<file path="config.mk">
export PLATFORM = sky130hd
export DESIGN_NAME = food_ctrl
export DESIGN_NICKNAME = d
export VERILOG_FILES = /design/src/rtl/snake_pkg.sv /design/src/rtl/food_lfsr.sv /design/src/rtl/food_ctrl.sv
export SDC_FILE = /design/constraint.sdc
export NUM_CORES = 1
export LEC_CHECK = 0
export BUFFER_PORTS_ARGS = -buffer_cell sky130_fd_sc_hd__buf_2
export CORE_MARGIN = 2
export CORE_UTILIZATION = 52
export DETAILED_ROUTE_END_ITERATION = 8
export PLACE_DENSITY = 0.89
export SYNTH_ARGS = -nofsm -noshare
export SYNTH_HDL_FRONTEND = slang
export SYNTH_SLANG_ARGS = --single-unit
export TNS_END_PERCENT = 5
</file>
<file path="constraint.sdc">
create_clock -name clk -period 2 [get_ports clk]
set_input_delay 0.3 -clock clk [delete_from_list [all_inputs] [get_ports clk]]
set_output_delay 0.3 -clock clk [all_outputs]
set_load 0.05 [all_outputs]
</file>
<file path="src/rtl/snake_pkg.sv">
`default_nettype none
// +----------------------------------------------------------------------------+
// | snake_pkg : game-state codes, food FSM encoding and LFSR taps              |
// | Revision  : 1.0                                                            |
// +----------------------------------------------------------------------------+
package snake_pkg;

    localparam logic [1:0] GS_PLAY  = 2'b00;
    localparam logic [1:0] GS_PAUSE = 2'b01;
    localparam logic [1:0] GS_OVER  = 2'b10;
    localparam logic [1:0] GS_START = 2'b11;

    typedef enum logic [1:0] {
        FC_IDLE  = 2'd0,
        FC_PLACE = 2'd1,
        FC_CHECK = 2'd2,
        FC_ARMED = 2'd3
    } fc_state_t;

    // Taps 16,14,13,11 expressed as bit positions 15,13,12,10.
    localparam logic [15:0] c_lfsr_taps = 16'hB400;

    function automatic logic [15:0] lfsr_next(input logic [15:0] s);
        return {s[14:0], ^(s & c_lfsr_taps)};
    endfunction

endpackage
`default_nettype wire

</file>
<file path="src/rtl/food_lfsr.sv">
`default_nettype none
// +----------------------------------------------------------------------------+
// | food_lfsr : free-running 16-bit Fibonacci LFSR, seeded on reset            |
// | Revision  : 1.0                                                            |
// +----------------------------------------------------------------------------+
module food_lfsr
    import snake_pkg::*;
#(
    parameter logic [15:0] SEED = 16'hACE1
) (
    input  logic        clk,
    input  logic        rst,
    output logic [15:0] state
);

    logic [15:0] r_state;

    always_ff @(posedge clk) begin
        if (!rst) begin
            r_state <= SEED;
        end else begin
            r_state <= lfsr_next(r_state);
        end
    end

    assign state = r_state;

endmodule
`default_nettype wire

</file>
<file path="src/rtl/food_ctrl.sv">
`default_nettype none
// +----------------------------------------------------------------------------+
// | food_ctrl : places food from an LFSR, detects eats, pulses get_food        |
// | Option    : FOOD_AVOID_BODY_EN adds a body-occupancy query before arming   |
// | Revision  : 1.0                                                            |
// +----------------------------------------------------------------------------+
module food_ctrl
    import snake_pkg::*;
#(
    parameter int          GRID_W    = 32,
    parameter int          GRID_H    = 24,
    parameter int          XW        = 5,
    parameter int          YW        = 5,
    parameter logic [15:0] LFSR_SEED = 16'hACE1,
    parameter int          MAX_TRIES = 8,
    parameter int          INIT_FX   = 20,
    parameter int          INIT_FY   = 12
) (
    input  logic          clk,
    input  logic          rst,
    input  logic [1:0]    game_state,
    input  logic          move_tick,
    input  logic [XW-1:0] head_x,
    input  logic [YW-1:0] head_y,
    output logic [XW-1:0] food_x,
    output logic [YW-1:0] food_y,
    output logic          food_valid,
    output logic          get_food,
    output logic          occ_req,
    output logic [XW-1:0] occ_x,
    output logic [YW-1:0] occ_y,
    input  logic          occ_ack,
    input  logic          occ_hit
);

    localparam int            c_tw        = (MAX_TRIES < 1) ? 1 : $clog2(MAX_TRIES + 1);
    localparam logic [c_tw-1:0] c_max_tries = c_tw'(MAX_TRIES);
    localparam logic [XW:0]   c_grid_w    = (XW+1)'(GRID_W);
    localparam logic [YW:0]   c_grid_h    = (YW+1)'(GRID_H);
    localparam logic [XW-1:0] c_init_fx   = XW'(INIT_FX);
    localparam logic [YW-1:0] c_init_fy   = YW'(INIT_FY);

    logic [15:0]     w_lfsr;
    logic [XW-1:0]   w_cx;
    logic [YW-1:0]   w_cy;
    logic            w_x_over;
    logic            w_y_over;
    logic            w_in_range;
    logic            w_last_try;
    logic [XW-1:0]   w_fx;
    logic [YW-1:0]   w_fy;
    logic            w_head_hit;
    logic            w_unused;

    fc_state_t       r_state;
    logic [XW-1:0]   r_food_x;
    logic [YW-1:0]   r_food_y;
    logic            r_food_valid;
    logic            r_get_food;
    logic [c_tw-1:0] r_tries;

    food_lfsr #(
        .SEED (LFSR_SEED)
    ) u_lfsr (
        .clk   (clk),
        .rst   (rst),
        .state (w_lfsr)
    );

    assign w_cx       = w_lfsr[XW-1:0];
    assign w_cy       = w_lfsr[XW+YW-1:XW];
    assign w_x_over   = ({1'b0, w_cx} >= c_grid_w);
    assign w_y_over   = ({1'b0, w_cy} >= c_grid_h);
    assign w_in_range = !w_x_over && !w_y_over;
    assign w_last_try = (r_tries == c_max_tries);
    // The grid is at least half the coordinate range, so one subtract folds any candidate in.
    assign w_fx       = w_x_over ? (w_cx - c_grid_w[XW-1:0]) : w_cx;
    assign w_fy       = w_y_over ? (w_cy - c_grid_h[YW-1:0]) : w_cy;
    assign w_head_hit = (head_x == r_food_x) && (head_y == r_food_y);

`ifdef FOOD_AVOID_BODY_EN
    logic            r_occ_req;
    logic [XW-1:0]   r_occ_x;
    logic [YW-1:0]   r_occ_y;

    assign occ_req  = r_occ_req;
    assign occ_x    = r_occ_x;
    assign occ_y    = r_occ_y;
    assign w_unused = ^w_lfsr[15:XW+YW];
`else
    assign occ_req  = 1'b0;
    assign occ_x    = '0;
    assign occ_y    = '0;
    assign w_unused = ^{w_lfsr[15:XW+YW], occ_ack, occ_hit};
`endif

    always_ff @(posedge clk) begin
        if (!rst) begin
            r_state      <= FC_IDLE;
            r_food_x     <= c_init_fx;
            r_food_y     <= c_init_fy;
            r_food_valid <= 1'b0;
            r_get_food   <= 1'b0;
            r_tries      <= '0;
`ifdef FOOD_AVOID_BODY_EN
            r_occ_req    <= 1'b0;
            r_occ_x      <= '0;
            r_occ_y      <= '0;
`endif
        end else begin
            r_get_food <= 1'b0;
            if (game_state == GS_START) begin
                r_state      <= FC_IDLE;
                r_food_valid <= 1'b0;
                r_tries      <= '0;
`ifdef FOOD_AVOID_BODY_EN
                r_occ_req    <= 1'b0;
`endif
            end else if (game_state != GS_OVER) begin
                case (r_state)
                    FC_IDLE: begin
                        r_food_valid <= 1'b0;
                        if (game_state == GS_PLAY) begin
                            r_state <= FC_PLACE;
                        end
                    end
                    FC_PLACE: begin
                        if (w_in_range || w_last_try) begin
                            r_food_x <= w_fx;
                            r_food_y <= w_fy;
`ifdef FOOD_AVOID_BODY_EN
                            // The fallback candidate is taken without a body query.
                            if (w_last_try) begin
                                r_state      <= FC_ARMED;
                                r_food_valid <= 1'b1;
                            end else begin
                                r_state   <= FC_CHECK;
                                r_occ_req <= 1'b1;
                                r_occ_x   <= w_fx;
                                r_occ_y   <= w_fy;
                            end
`else
                            r_state      <= FC_ARMED;
                            r_food_valid <= 1'b1;
`endif
                        end else begin
                            r_tries <= r_tries + 1'b1;
                        end
                    end
                    FC_CHECK: begin
`ifdef FOOD_AVOID_BODY_EN
                        if (occ_ack) begin
                            r_occ_req <= 1'b0;
                            if (occ_hit) begin
                                r_tries <= r_tries + 1'b1;
                                r_state <= FC_PLACE;
                            end else begin
                                r_state      <= FC_ARMED;
                                r_food_valid <= 1'b1;
                            end
                        end
`else
                        r_state      <= FC_ARMED;
                        r_food_valid <= 1'b1;
`endif
                    end
                    FC_ARMED: begin
                        r_food_valid <= 1'b1;
                        if ((game_state == GS_PLAY) && move_tick && w_head_hit) begin
                            r_get_food   <= 1'b1;
                            r_food_valid <= 1'b0;
                            r_tries      <= '0;
                            r_state      <= FC_PLACE;
                        end
                    end
                    default: begin
                        r_state <= FC_IDLE;
                    end
                endcase
            end
        end
    end

    assign food_x     = r_food_x;
    assign food_y     = r_food_y;
    assign food_valid = r_food_valid;
    assign get_food   = r_get_food;

endmodule
`default_nettype wire

</file>
==> results.yml <==
run_status:
  status: "finished, violations left"
  failed_checks: "design-rule violations"
global_route:
  use_met1: 0.217
  overflow: 0
  gr-usage-met2: 0.286
  track_usage: 0.185
  grt_pass1_vias: 1041
  antenna_found_initial: 0
  grt_max_degree: 27
  grt_use_met3: 0.0769
  grt_pass1_wl_mm: 4.63
  top_usage_layer: "met2"
timing:
  tns_ns: 0
  setup_viol: 0
  hold_viol: 0
  holdWs_ns: 0.190
  finalClockSkew_ns: 0.00208
  rsz0062_at_grt: "false"
  fmax_ghz: 0.534
  timing.final.crit_share: 0.936
  finalMaxSlewViolations: 0
  min_period_ns: 1.87
yosys:
  synthCells: 163
  seq_area_frac_synth: 0.437
  yosys_warnings: 0
  synth-edff-count: 0
  ys_async_sr_fraction: 0
  ys_seq_elements: 34
  syn_avg_cell_area_um2: 9.56
  yosysMostFrequentCell: "dfxtp_1"
  synth_top_area_frac: 0.437
  synth_top_area_cell: "dfxtp_1"
  synth_commonest_cells: "dfxtp_1 (34), nand2_1 (14), xor2_1 (12)"
  yosys-top-cells-area: "dfxtp_1 (44%), xor2_1 (6.7%), mux2i_1 (6.4%)"
  syn-cell-area_mm2: 0.00156
  synthFlopType: "dfxtp_1"
  yosys.cell_types.count: 39
detailed_routing:
  wl_per_cell_um: 12.2
  drt_iter0_drc: 54
  drc: 2
  drt-total-wl_mm: 2.72
  antenna_left: 0
  drt_pass1_iterations: 6
  vias: 1118
  viasPerCell: 4.99
die:
  die_w_um: 58.7
  fp-row-count: 19
  die_area_mm2: 0.00345
  initial_core_util: 0.555
  boundaryPins: 40
  core_mm2: 0.00281
  die_h_um: 58.7
pwr:
  ir_drop_v: 0.000539
  p_leak_nw: 0.820
  total_power_mw: 1.62
  powerDensity_mw_per_mm2: 907
clocking:
  cts-root-buf: "clkbuf_4"
  cts-buffers-inserted: 5
  cts_max_path_buffers: 2
  htreeDepth: 2
  cts_tree: "done"
  clkSinkCount: 34
  insertion_delay_ns: 0.34
  holdBufCountCts: 0
  clkTransAtPathRegs_ns: 0.10
setup_path:
  cp_slowest_stage_delay_ns: 0.50
  cp-start-kind: "flip-flop"
  path_cells: "ha_2, and3_1, a2bb2oi_1, or2_1, or4b_1, a31oi_1"
  critPathArrivalTime_ns: 2.15
  cp.required_ns: 2.27
  critPathBufInv: 0
  cpMaxStageDelayCell: "or4b_1"
  cp-end-kind: "flip-flop"
  crit_family: "simple AND/OR/NAND/NOR gates"
  crit_type: "flip-flop to flip-flop"
  worstPathMaxFanout: 7
job:
  drv_cap: 0
placed_design:
  place_congestion: 0.778
  port_buffers: 26
  hpwlAfterDp_mm: 2.05
final_layout:
  nNetsFinal: 214
  n_antenna_cell: 0
  area_growth_pct: 14.4
  drive_gt1_frac: 0.223
worst_hold_path:
  worst_hold_path_type: "input port to flip-flop"
[worst paths after layout]
check                   start                to  slack [ns]  depth (start not counted)
max reg2reg        r_state[0]        r_tries[2]        0.13                          6
max                r_state[0]        r_tries[2]        0.13                          6
min             game_state[1]          get_food        0.19                          2
min reg2reg  u_lfsr.state[14]  u_lfsr.state[15]        0.42                          1
[worst register-to-register path, cell delays in order, from the launching register on]
cell and delay, ns:
dfxtp_1 0.39, ha_2 0.23, and3_1 0.18, a2bb2oi_1 0.06, or2_1 0.29, or4b_1 0.50
a31oi_1 0.16
[cells in the final DEF (no fill, tap or decap), types with 2 or more instances in the layout]
cell / count
a21oi_1: 4
a31oi_1: 4
and2_1: 9
buf_2: 26
buf_4: 3
bufinv_16: 2
clkbuf_4: 5
conb_1: 11
dfxtp_1: 32
dfxtp_2: 2
ha_1: 4
inv_1: 5
mux2i_1: 10
nand2_1: 14
nand2b_1: 7
nand3_1: 6
nand3b_1: 2
nor2_1: 3
nor2b_1: 6
nor3_1: 3
o211ai_1: 2
o21ai_0: 2
xor2_1: 12
[stage by stage]
| step | worst slack (ns) | cells | instance area [um^2] | utilization |
|---|---|---|---|---|
| floorplan | 0.189 | 173 | 1600 | - |
| global placement | 0.166 | 216 | 1670 | 0.594 |
| detailed placement | 0.0743 | 216 | 1670 | 0.594 |
| CTS | 0.0853 | 224 | 1780 | 0.633 |
| global route | 0.0103 | 224 | 1780 | 0.635 |
| finish | 0.128 | 224 | 1780 | 0.635 |
[where the power goes]
part,internal (mW),switching [mW],total [mW]
combinational,0.0750,0.147,0.222
clock,0.423,0.232,0.655
sequential,0.713,0.0257,0.739
[flip-flops by register name, indices dropped and copies added, names as in the netlist]
name          flops
food_valid        1
food_x            5
food_y            5
get_food          1
r_state           2
r_tries           4
u_lfsr.state     16
[area by class of cell]
| type | count | area (um^2) |
|---|---|---|
| fillers | 252 | 1020 |
| multi-input cells | 116 | 773 |
| flip-flops and latches | 34 | 683 |
| repair buffers | 29 | 153 |
| clock inverters | 2 | 60.1 |
| clock buffers | 6 | 51.3 |
| well taps | 31 | 38.8 |
| inverters | 6 | 22.5 |
[timing repair]
action | in CTS | in global routing
resized for setup | 0 | 3
setup buffers | 0 | 0
setup endpoints to repair | 0 | 2
[layer usage]
metal | vias to the layer above | share of wire | wire, um
met4 | 0 | 0.017 | 47
met3 | 4 | 0.064 | 175
met1 | 501 | 0.45 | 1220
met2 | 35 | 0.47 | 1280
li1 | 578 | - | -
met5 | - | 0 | 0
[logic make-up (layout without fill, tap and decap cells)]
kind of cell | count (synthesis) | in the layout | synth area share
flip-flops | 34 | 34 | 0.437
AO/OA/AOI/OAI | 16 | 16 | 0.0643
XOR/XNOR | 13 | 13 | 0.0731
buffers and inverters | 23 | 43 | 0.0924
multiplexers | 10 | 10 | 0.0643
AND/OR/NAND/NOR | 61 | 61 | 0.227
adder cells (fa/ha/maj) | 5 | 5 | 0.0402
other | 1 | 11 | 0.00241
Power figures use the tool's default switching activity.
